<file path="config.mk">
export PLATFORM = sky130hd
export DESIGN_NAME = ccu_mst_arbiter
export DESIGN_NICKNAME = d
export VERILOG_FILES = /design/src/rtl/ccu_mst_arbiter.sv
export SDC_FILE = /design/constraint.sdc
export NUM_CORES = 1
export LEC_CHECK = 0
export BUFFER_PORTS_ARGS = -buffer_cell sky130_fd_sc_hd__buf_4
export CORE_AREA = 2 2 478 480
export DETAILED_ROUTE_END_ITERATION = 12
export DIE_AREA = 0 0 480 482
export MAX_ROUTING_LAYER = met4
export PLACE_DENSITY_LB_ADDON = 0.08
export SKIP_CTS_REPAIR_TIMING = 1
export SYNTH_ARGS = -nofsm -noshare
export SYNTH_HDL_FRONTEND = slang
export SYNTH_SLANG_ARGS = --single-unit
</file>
<file path="constraint.sdc">
create_clock -name clk_i -period 2.9 [get_ports clk_i]
set_clock_uncertainty 0.05 [all_clocks]
set_input_delay 0.29 -clock clk_i [delete_from_list [all_inputs] [get_ports clk_i]]
set_output_delay 0.29 -clock clk_i [all_outputs]
set_load 0.02 [all_outputs]
</file>
<file path="src/rtl/ccu_mst_arbiter.sv">
// ccu_mst_arbiter: round-robin arbiter that shares one non-pipelined CCU
// coherency port among NoMstPorts ACE masters. It grants one whole transaction
// at a time. AR/AW/W from the granted master go to the CCU, and R/B from the
// CCU go back to that master only.
module ccu_mst_arbiter #(
    parameter int NoMstPorts = 4,
    parameter int ArW        = 64,
    parameter int AwW        = 64,
    parameter int WW         = 73,
    parameter int RW         = 70,
    parameter int BW         = 6,
    localparam int IdxW      = $clog2(NoMstPorts)
) (
    input  logic                       clk_i,
    input  logic                       rst_i,
    // master-side AR
    input  logic [NoMstPorts-1:0]      mst_ar_valid_i,
    output logic [NoMstPorts-1:0]      mst_ar_ready_o,
    input  logic [NoMstPorts*ArW-1:0]  mst_ar_i,
    // master-side AW
    input  logic [NoMstPorts-1:0]      mst_aw_valid_i,
    output logic [NoMstPorts-1:0]      mst_aw_ready_o,
    input  logic [NoMstPorts*AwW-1:0]  mst_aw_i,
    // master-side W
    input  logic [NoMstPorts-1:0]      mst_w_valid_i,
    output logic [NoMstPorts-1:0]      mst_w_ready_o,
    input  logic [NoMstPorts*WW-1:0]   mst_w_i,
    input  logic [NoMstPorts-1:0]      mst_w_last_i,
    // master-side R (payload broadcast)
    output logic [NoMstPorts-1:0]      mst_r_valid_o,
    input  logic [NoMstPorts-1:0]      mst_r_ready_i,
    output logic [RW-1:0]              mst_r_o,
    output logic                       mst_r_last_o,
    // master-side B (payload broadcast)
    output logic [NoMstPorts-1:0]      mst_b_valid_o,
    input  logic [NoMstPorts-1:0]      mst_b_ready_i,
    output logic [BW-1:0]              mst_b_o,
    // CCU-side AR
    output logic                       ccu_ar_valid_o,
    input  logic                       ccu_ar_ready_i,
    output logic [ArW-1:0]             ccu_ar_o,
    // CCU-side AW
    output logic                       ccu_aw_valid_o,
    input  logic                       ccu_aw_ready_i,
    output logic [AwW-1:0]             ccu_aw_o,
    // CCU-side W
    output logic                       ccu_w_valid_o,
    input  logic                       ccu_w_ready_i,
    output logic [WW-1:0]              ccu_w_o,
    output logic                       ccu_w_last_o,
    // CCU-side R
    input  logic                       ccu_r_valid_i,
    output logic                       ccu_r_ready_o,
    input  logic [RW-1:0]              ccu_r_i,
    input  logic                       ccu_r_last_i,
    // CCU-side B
    input  logic                       ccu_b_valid_i,
    output logic                       ccu_b_ready_o,
    input  logic [BW-1:0]              ccu_b_i,
    // status
    output logic                       busy_o,
    output logic [IdxW-1:0]            grant_o
);

    typedef enum logic [2:0] {
        IDLE    = 3'd0,
        RD_ADDR = 3'd1,
        RD_DATA = 3'd2,
        WR_ADDR = 3'd3,
        WR_DATA = 3'd4,
        WR_RESP = 3'd5
    } state_e;

    state_e          state_q, state_d;
    logic [IdxW-1:0] grant_q, grant_d;
    logic [IdxW-1:0] rr_ptr_q, rr_ptr_d;
    logic            is_read_q, is_read_d;

    logic [NoMstPorts-1:0] req;
    logic [IdxW-1:0]       pick;

    logic [ArW-1:0] ar_arr [NoMstPorts];
    logic [AwW-1:0] aw_arr [NoMstPorts];
    logic [WW-1:0]  w_arr  [NoMstPorts];

    assign req     = mst_ar_valid_i | mst_aw_valid_i;
    assign busy_o  = (state_q != IDLE);
    assign grant_o = grant_q;

    // Split the flat per-master payload buses into arrays indexed by master.
    always_comb begin
        for (int i = 0; i < NoMstPorts; i++) begin
            ar_arr[i] = mst_ar_i[i*ArW +: ArW];
            aw_arr[i] = mst_aw_i[i*AwW +: AwW];
            w_arr[i]  = mst_w_i[i*WW +: WW];
        end
    end

    // Round-robin pick: the first requester found from rr_ptr_q upward, wrapping around.
    always_comb begin
        int s;
        s    = 0;
        pick = rr_ptr_q;
        // Search from the farthest offset down to the nearest, so the nearest requester is the last one written.
        for (int k = NoMstPorts - 1; k >= 0; k--) begin
            s = int'(rr_ptr_q) + k;
            if (s >= NoMstPorts) begin
                s = s - NoMstPorts;
            end
            if (req[IdxW'(s)]) begin
                pick = IdxW'(s);
            end
        end
    end

    // Next-state logic and channel routing for the granted master.
    always_comb begin
        // NOTE: every signal gets a default before the case so no path leaves one unassigned and no latch is inferred.
        state_d   = state_q;
        grant_d   = grant_q;
        rr_ptr_d  = rr_ptr_q;
        is_read_d = is_read_q;

        mst_ar_ready_o = '0;
        mst_aw_ready_o = '0;
        mst_w_ready_o  = '0;
        mst_r_valid_o  = '0;
        mst_r_o        = '0;
        mst_r_last_o   = 1'b0;
        mst_b_valid_o  = '0;
        mst_b_o        = '0;
        ccu_ar_valid_o = 1'b0;
        ccu_ar_o       = '0;
        ccu_aw_valid_o = 1'b0;
        ccu_aw_o       = '0;
        ccu_w_valid_o  = 1'b0;
        ccu_w_o        = '0;
        ccu_w_last_o   = 1'b0;
        ccu_r_ready_o  = 1'b0;
        ccu_b_ready_o  = 1'b0;

        case (state_q)
            IDLE: begin
                if (|req) begin
                    grant_d   = pick;
                    // A master raising AR and AW together gets its read served first.
                    is_read_d = mst_ar_valid_i[pick];
                    rr_ptr_d  = (pick == IdxW'(NoMstPorts - 1)) ? '0 : pick + 1'b1;
                    state_d   = mst_ar_valid_i[pick] ? RD_ADDR : WR_ADDR;
                end
            end

            // The address phase forwards AR or AW, depending on the direction registered at grant.
            RD_ADDR, WR_ADDR: begin
                if (is_read_q) begin
                    ccu_ar_valid_o          = mst_ar_valid_i[grant_q];
                    ccu_ar_o                = ar_arr[grant_q];
                    mst_ar_ready_o[grant_q] = ccu_ar_ready_i;
                    if (mst_ar_valid_i[grant_q] && ccu_ar_ready_i) begin
                        state_d = RD_DATA;
                    end
                end else begin
                    ccu_aw_valid_o          = mst_aw_valid_i[grant_q];
                    ccu_aw_o                = aw_arr[grant_q];
                    mst_aw_ready_o[grant_q] = ccu_aw_ready_i;
                    if (mst_aw_valid_i[grant_q] && ccu_aw_ready_i) begin
                        state_d = WR_DATA;
                    end
                end
            end

            RD_DATA: begin
                mst_r_valid_o[grant_q] = ccu_r_valid_i;
                ccu_r_ready_o          = mst_r_ready_i[grant_q];
                mst_r_o                = ccu_r_i;
                mst_r_last_o           = ccu_r_last_i;
                if (ccu_r_valid_i && mst_r_ready_i[grant_q] && ccu_r_last_i) begin
                    state_d = IDLE;
                end
            end

            WR_DATA: begin
                ccu_w_valid_o          = mst_w_valid_i[grant_q];
                ccu_w_o                = w_arr[grant_q];
                ccu_w_last_o           = mst_w_last_i[grant_q];
                mst_w_ready_o[grant_q] = ccu_w_ready_i;
                if (mst_w_valid_i[grant_q] && ccu_w_ready_i && mst_w_last_i[grant_q]) begin
                    state_d = WR_RESP;
                end
            end

            WR_RESP: begin
                mst_b_valid_o[grant_q] = ccu_b_valid_i;
                ccu_b_ready_o          = mst_b_ready_i[grant_q];
                mst_b_o                = ccu_b_i;
                if (ccu_b_valid_i && mst_b_ready_i[grant_q]) begin
                    state_d = IDLE;
                end
            end

            default: begin
                state_d = IDLE;
            end
        endcase
    end

    // State, grant, round-robin pointer and direction registers. Reset is synchronous and drops any in-flight beat.
    always_ff @(posedge clk_i) begin
        // NOTE: sequential state uses non-blocking assignments so every register samples pre-edge values.
        if (rst_i) begin
            state_q   <= IDLE;
            grant_q   <= '0;
            rr_ptr_q  <= '0;
            is_read_q <= 1'b0;
        end else begin
            state_q   <= state_d;
            grant_q   <= grant_d;
            rr_ptr_q  <= rr_ptr_d;
            is_read_q <= is_read_d;
        end
    end

endmodule

</file>
After elaboration in Yosys (flattened, before gate mapping)
Cells that the tools add are included.
Operators by class
  add/sub/neg operators: 8
  magnitude comparators: 12
  equality and inequality tests: 12
  reduce and logical (&&, ||, !) cells: 14
  muxes and demuxes: 78
  bitwise gates (word level): 7
Operators by type and width (count)
  2-to-1 mux 64 bit: 8
  binary-select mux 64 bit (select 2 bit): 2
  2-to-1 mux 73 bit: 3
  binary-select mux 73 bit (select 2 bit): 1
  2-to-1 mux 70 bit: 1
  2-to-1 mux 4 bit: 7
  2-to-1 mux 1 bit: 25
  binary-select mux 1 bit (select 2 bit): 11
  2-to-1 mux 3 bit: 7
  AND 4 bit: 5
  2-to-1 mux 2 bit: 10
  less-than comparator 2 x 4 -> 1 bit (second input constant): 4
  case mux 3 bit (5 select lines): 1
  >= comparator 3 bit (second input constant): 4
  logical AND 1 bit: 8
  != test 2 bit (second input constant): 4
  subtractor 2 x 1 -> 2 bit (second input constant): 4
  adder 2 x 2 -> 3 bit (second input constant): 2
  equality test 3 x 2 -> 1 bit (second input constant): 2
  equality test 3 bit (second input constant): 2
  less-than comparator 2 x 3 -> 1 bit (second input constant): 2
  2-to-1 mux 6 bit: 1
  != test 3 bit (second input constant): 2
  AND reduction 6 bit: 1
  other kinds (14): 14
Word-level totals
  output and inout port bits: 307
  register bits after elaboration: 8
  logic and storage cells: 135
  bits of input ports: 912

Longest topological paths before layout
Gate-level depths: netlist of run 1.
  depth in word-level cells: 15
  gate-level depth with buffers: 7
  depth with buffers taken out: 6

Worst setup path before layout of run 1
Ideal clock, no wire load.
  path type: register to output
  from: register grant_q[0] (netlist: grant_o[0])
  to: output ccu_w_o[10]
  path buffers: 3
  arrival time: 2070 ps
  cell stages (with the launch flop): 6
  setup slack: 490 ps
  required time: 2560 ps
  cell sequence: dfxtp_1 buf_4 clkbuf_1 buf_2 mux4_2 and3_1
On the way
  cells in the longest elaborated chain, start to end: 5
Ends and longest elaborated chain
  start, declared: line 75  | logic [IdxW-1:0] grant_q, grant_d;
  start signal, assigned: line 217  | grant_q <= grant_d;
  NOT 2 -> 3 bit (not written as such): line 184  | ccu_w_o = w_arr[grant_q];
  binary-select mux 73 bit (select 2 bit): line 184
  2-to-1 mux 73 bit (not written as such) (2 in series): line 184
  2-to-1 mux 73 bit: line 142  | case (state_q)
  end, declared: line 49  | output logic [WW-1:0] ccu_w_o,
No other way between the ends. The select of a mux whose other input is x is not followed.

Worst setup path after layout of run 1
  from: register state_q[0]
  to: output ccu_aw_o[47]
On the way
  cells in the longest elaborated chain, start to end: 3
Ends and longest elaborated chain
  start, declared: line 74  | state_e state_q, state_d;
  start signal, assigned: line 216  | state_q <= state_d;
  equality test 3 x 1 -> 1 bit / equality test 3 x 2 -> 1 bit (equally long branches): line 142
  OR reduction 2 bit *: line 142
  2-to-1 mux 64 bit *: line 142
  end, declared: line 45  | output logic [AwW-1:0] ccu_aw_o,
Mark *: on every way between the ends. The rest lies on a longest branch, timed or not.

==> reports/qor.csv, run 1 <==
stage,metric,value,unit
detailed_routing,via/cell ratio,2.47,
global_routing,global-route wire length before repair,156,mm
worst_setup_path,CP required,2560,ps
floorplan,io pins,1219,
floorplan,Die Y,482,um
power_and_ir_drop,NetSw,5.47,mW
global_routing,grt ovf,0,
synthesis,warnings from Yosys,0,
clock_tree,cts bufs inserted,3,
clock_tree,clk sinks,8,
power_and_ir_drop,Flop pwr share,0.027,
cells_and_area,layout filler cell count,26505,
power_and_ir_drop,Design Power,10.8,mW
placement,Routability Congestion,0.931,
clock_tree,H-tree levels,1,
synthesis,Post-synth EDFFs,0,
power_and_ir_drop,Combinational Power Share,0.950,
cells_and_area,footprint of the multi-input gates,7040,um2
synthesis,Cell variety after synth,48,
worst_setup_path,CP Max Fanout,44,
timing,TNS Setup,0,ps
detailed_routing,TritonRoute pass-1 iters,6,
power_and_ir_drop,VDD IR-drop max,0.328,mV
synthesis,Synth Net Count,1614,
clock_tree,clock-pin slew on the worst setup and hold paths,40,ps
run,maxcap violations,0,
placement,Area after DPL,20700,um2
floorplan,core area,226000,um2
synthesis,cell count after synthesis,702,
power_and_ir_drop,internal power,5.28,mW
placement,Port Buffers,1218,
power_and_ir_drop,pwr dens,511,nW/um2
power_and_ir_drop,clock share of power,0.022,
power_and_ir_drop,Leak Pwr,8.72,nW
cells_and_area,Reg area,169,um2
detailed_routing,# DRC,0,
global_routing,initial antenna violation count,96,
timing,Rel. slew slack,0.291,
floorplan,Die Wd,480,um
synthesis,Avg Inst Size Synth,10.8,um2
min_path,HP Class,input pin to register,
worst_setup_path,critical path type,register to output pin,
timing,RSZ-0062 raised after global routing,no,
outcome,outcome,"complete, no violations",
clock_tree,CTS Buffer Depth,2,
worst_setup_path,kind of end point of the critical path,output pin,
floorplan,row cnt,175,
global_routing,vias in the first global route,13789,
timing,"Hold Vio Cnt, Final",0,
floorplan,Starting Density,0.0335,
synthesis,Post-Syn Area,7580,um2
cells_and_area,final core utilization,0.0930,
synthesis,most frequently used flop master after synthesis,dfxtp_1,
timing,slew of the pin with the lowest slew margin,1060,ps
worst_setup_path,crit start category,register,
clock_tree,Root Buffer,clkbuf_16,
cells_and_area,Syn-to-layout area delta,178,%
cells_and_area,nets@finish,2796,
global_routing,largest net degree at the start of global routing,79,
timing,"Slew Viols, Final",0,
detailed_routing,Vias,12237,
detailed_routing,Starting DRT DRC Count,505,
synthesis,area share of the largest cell type after synthesis,0.606,
cells_and_area,"commonest non-fill, non-tap cell in the layout",buf_4,
synthesis,synth top area cells,"mux4_2 61%, nor2b_1 11%, and2_1 6.5%",
cells_and_area,most frequent cells in the layout,"1,243 x buf_4, 204 x mux4_2, 129 x nor2b_1",
synthesis,cell taking the most area after synthesis,mux4_2,
detailed_routing,total wire length,128,mm
timing,fmax,388,MHz
timing,final setup margin,321,ps
detailed_routing,Final ANT Viol Nets,0,
placement,HPWL after DPL,117,mm
timing,Tmin final,2580,ps
synthesis,Synth Register Bits,8,
synthesis,"Seq/Total Area, Yosys",0.0211,
clock_tree,clk_lat worst skew,230,ps
timing,fin crit share,0.889,
timing,final setup fails,0,
clock_tree,CTS tree,done,
placement,setup slack at placement,103,ps
worst_setup_path,data arrival time of the critical path,2240,ps
synthesis,share of flip-flops with an asynchronous set or reset,0,
detailed_routing,WL/cell,25.8,um
global_routing,Total GRT Usage,0.107,
cells_and_area,share of post-route cells with drive strength above 1,0.789,
power_and_ir_drop,Sw Share,0.509,
cells_and_area,"Design Area, Final",21100,um2
floorplan,die area,231000,um2
[path summary, 6_finish.rpt]
check | start | end | slack (ps) | depth (start not counted)
worst max register to register | state_q[0] | state_q[1] | 520 | 6
worst max-delay path | state_q[0] | ccu_aw_o[47] | 320 | 5
worst min register to register | is_read_q | is_read_q | 460 | 2
worst min-delay path | rst_i | is_read_q | 250 | 2
[logic make-up (layout without fill, tap and decap cells)]
group	count (synthesis)	count (layout)	synth area share
AO/OA/AOI/OAI	34	34	0.0319
XOR/XNOR	1	1	0.00116
buffers and inverters	96	1277	0.0515
flip-flops	8	8	0.0211
multiplexers	213	213	0.618
other	0	64	0
AND/OR/NAND/NOR	350	350	0.276
[sequential cells by signal (all words and copies together) (netlist names)]
register,cells
state_q,3
rr_ptr_q,2
grant_o,2
is_read_q,1
[cells in the mapped netlist (all sizes together) (3+ instances only)]
cell	n
o22ai	5
and2	79
and3	79
nor3	8
nor2b	129
nor2	24
dfxtp	8
buf	37
a21oi	3
nand2b	3
mux2i	9
mux4	204
o21ai	8
nand2	18
inv	6
clkbuf	53
[routing by layer]
metal | track usage | wire length, um | vias to the layer above
met1 | 0.0973 | 42400 | 6021
met5 | - | 0 | -
met4 | 0.0134 | 2280 | 0
li1 | - | - | 5258
met3 | 0.0478 | 13600 | 84
met2 | 0.208 | 69800 | 874
[cell type report]
| type | count | share of cell area |
|---|---|---|
| timing repair buffer | 1267 | 0.466 |
| multi-input combinational | 598 | 0.335 |
| tap | 3009 | 0.179 |
| sequential | 8 | 0.00802 |
| antenna | 64 | 0.00761 |
| clock buffer | 4 | 0.00374 |
| inverter | 6 | 0.00107 |
[power by group through the flow]
| stage | combinational (mW) | clock, mW | sequential (mW) |
|---|---|---|---|
| after CTS | 10.5 | 0.251 | 0.394 |
| after detailed placement | 10.5 | 0 | 0.395 |
| after floorplan | 5.45 | 0 | 0.216 |
| final | 10.2 | 0.242 | 0.294 |
| after global placement | 10.5 | 0 | 0.393 |
| after global routing | 11.0 | 0.255 | 0.313 |
[through the flow]
step / hold WS, ps / instances
after global routing: 253 / 4949
after CTS: 248 / 4884
after floorplan: 302 / 702
final: 248 / 4956
after detailed placement: 452 / 4880
after global placement: 457 / 4880
[worst max-delay path, stage by stage, from the launching register on]
cell     delay [ps]
dfxtp_1         480
or3b_4          430
buf_4           350
buf_4           350
nor2b_1         190
buf_4           170
No activity file was read; power rests on OpenSTA's default activity.
==> inputs of run 2 (changes only) <==
--- a/config.mk
+++ b/config.mk
@@ -6,9 +6,11 @@
 export NUM_CORES = 1
 export LEC_CHECK = 0
 export BUFFER_PORTS_ARGS = -buffer_cell sky130_fd_sc_hd__buf_4
-export CORE_AREA = 2 2 478 480
+export CELL_PAD_IN_SITES_DETAIL_PLACEMENT = 1
+export CELL_PAD_IN_SITES_GLOBAL_PLACEMENT = 1
+export CORE_AREA = 2 2 473 475
 export DETAILED_ROUTE_END_ITERATION = 12
-export DIE_AREA = 0 0 480 482
+export DIE_AREA = 0 0 475 477
 export MAX_ROUTING_LAYER = met4
 export PLACE_DENSITY_LB_ADDON = 0.08
 export SKIP_CTS_REPAIR_TIMING = 1
==> reports/qor.csv, run 2 (same netlist as run 1, synthesis figures left out) <==
stage,metric,value,unit
worst_setup_path,r2r worst-path depth,5,
clock_tree,CTS Buffer Depth,2,
cells_and_area,"Design Area, Final",20900,um2
floorplan,core area,221000,um2
detailed_routing,# DRC,0,
worst_setup_path,"reg-to-reg slack, setup",440,ps
worst_setup_path,cell family with most CP delay,buffers and inverters,
cells_and_area,share of post-route cells with drive strength above 1,0.789,
timing,hold slack,249,ps
cells_and_area,Syn-to-layout area delta,176,%
timing,slew of the pin with the lowest slew margin,984,ps
timing,RSZ-0062 raised after global routing,no,
detailed_routing,total wire length,133,mm
power_and_ir_drop,Leak Pwr,8.69,nW
clock_tree,H-tree levels,1,
detailed_routing,via/cell ratio,2.50,
min_path,hold path depth,2,
worst_setup_path,kind of end point of the critical path,output pin,
timing,fmax,384,MHz
timing,TNS Setup,0,ps
min_path,Hold Path Sink,is_read_q,
global_routing,vias in the first global route,13967,
worst_setup_path,critical path type,register to output pin,
worst_setup_path,cell breakdown of the critical path,buf_12 -> buf_4 -> mux4_2 -> and3_1 -> buf_4,
cells_and_area,most frequent cells in the layout,"1,249 x buf_4, 204 x mux4_2, 129 x nor2b_1",
floorplan,io pins,1219,
detailed_routing,Vias,12280,
placement,Area after DPL,20700,um2
power_and_ir_drop,VDD IR-drop max,0.315,mV
clock_tree,clk_lat worst skew,240,ps
worst_setup_path,Bufs and invs on worst path,3,
clock_tree,cts bufs inserted,3,
floorplan,Die Y,477,um
global_routing,largest net degree at the start of global routing,79,
cells_and_area,nets@finish,2795,
floorplan,die area,227000,um2
timing,Rel. slew slack,0.344,
run,maxcap violations,0,
min_path,HP Class,input pin to register,
detailed_routing,Starting DRT DRC Count,467,
worst_setup_path,CP Max Fanout,22,
min_path,hold path startpoint,rst_i,
floorplan,Starting Density,0.0342,
global_routing,grt ovf,0,
power_and_ir_drop,pwr dens,510,nW/um2
placement,HPWL after DPL,123,mm
power_and_ir_drop,Design Power,10.7,mW
clock_tree,clock-pin slew on the worst setup and hold paths,40,ps
worst_setup_path,slowest cell on the critical path,dfxtp_4,
worst_setup_path,cell mode on critical path,buf_4,
floorplan,row cnt,173,
clock_tree,clk sinks,8,
timing,final setup fails,0,
global_routing,global-route wire length before repair,163,mm
clock_tree,Root Buffer,clkbuf_16,
timing,"Slew Viols, Final",0,
detailed_routing,TritonRoute pass-1 iters,4,
clock_tree,CTS tree,done,
timing,fin crit share,0.898,
cells_and_area,fin cells,4909,
worst_setup_path,worst reg2reg startpoint,grant_o[0],
worst_setup_path,CP Depth,5,
cells_and_area,max FFs per register,3,
placement,Port Buffers,1218,
cells_and_area,"Most flops, register",state_q,
placement,Routability Congestion,0.867,
placement,# placed instances,4853,
timing,"Hold Vio Cnt, Final",0,
worst_setup_path,CP required,2560,ps
floorplan,Die Wd,475,um
worst_setup_path,slowest cell delay on critical path,580,ps
worst_setup_path,worst flop-to-flop path endpoint,state_q[1],
detailed_routing,WL/cell,27.1,um
timing,Tmin final,2610,ps
global_routing,initial antenna violation count,95,
outcome,outcome,"complete, no violations",
worst_setup_path,data arrival time of the critical path,2270,ps
global_routing,Total GRT Usage,0.114,
detailed_routing,Final ANT Viol Nets,0,
cells_and_area,"commonest non-fill, non-tap cell in the layout",buf_4,
worst_setup_path,crit start category,register,
==> run 2: power by group <==
group | internal (mW) | switching (mW) | total [mW]
sequential | 0.167 | 0.182 | 0.350
clock | 0.178 | 0.0585 | 0.237
combinational | 4.82 | 5.25 | 10.1
==> run 2: worst max-delay path by stage <==
stage	startpoint	end	slack (ps)
floorplan	grant_o[0]	ccu_w_o[10]	490
global placement	grant_o[0]	state_q[1]	320
detailed placement	grant_o[0]	state_q[1]	320
CTS	state_q[0]	mst_b_valid_o[0]	100
global route	grant_o[1]	ccu_w_o[10]	150
finish	grant_o[1]	ccu_w_o[10]	290
==> run 2: final cells by class <==
class / count / area, um2
Antenna cell: 53 / 133
Clock buffer: 3 / 75.1
Fill cell: 26309 / 201000
Inverter: 6 / 22.5
Multi-Input combinational cell: 598 / 7040
Sequential cell: 8 / 169
Tap cell: 2975 / 3720
Timing Repair Buffer: 1266 / 9720
==> run 2: per-stage QoR <==
stage	worst slack (ps)	util
after floorplan	490	-
after global placement	321	0.0934
after detailed placement	317	0.0934
after CTS	98.2	0.0937
after global routing	152	0.0942
final	295	0.0943
==> run 2: layer usage <==
metal | vias up | part of all wire | global-route usage
li1 | 5239 | - | -
met1 | 6088 | 0.35 | 0.114
met2 | 869 | 0.53 | 0.216
met3 | 84 | 0.11 | 0.0443
met4 | 0 | 0.010 | 0.00998
met5 | - | 0 | -
==> run 2: worst register-to-register path: stages, from the launching register on <==
cell,delay (ps)
dfxtp_4,570
buf_12,350
mux4_2,600
a31oi_1,420
nor3_2,110
a311oi_1,280
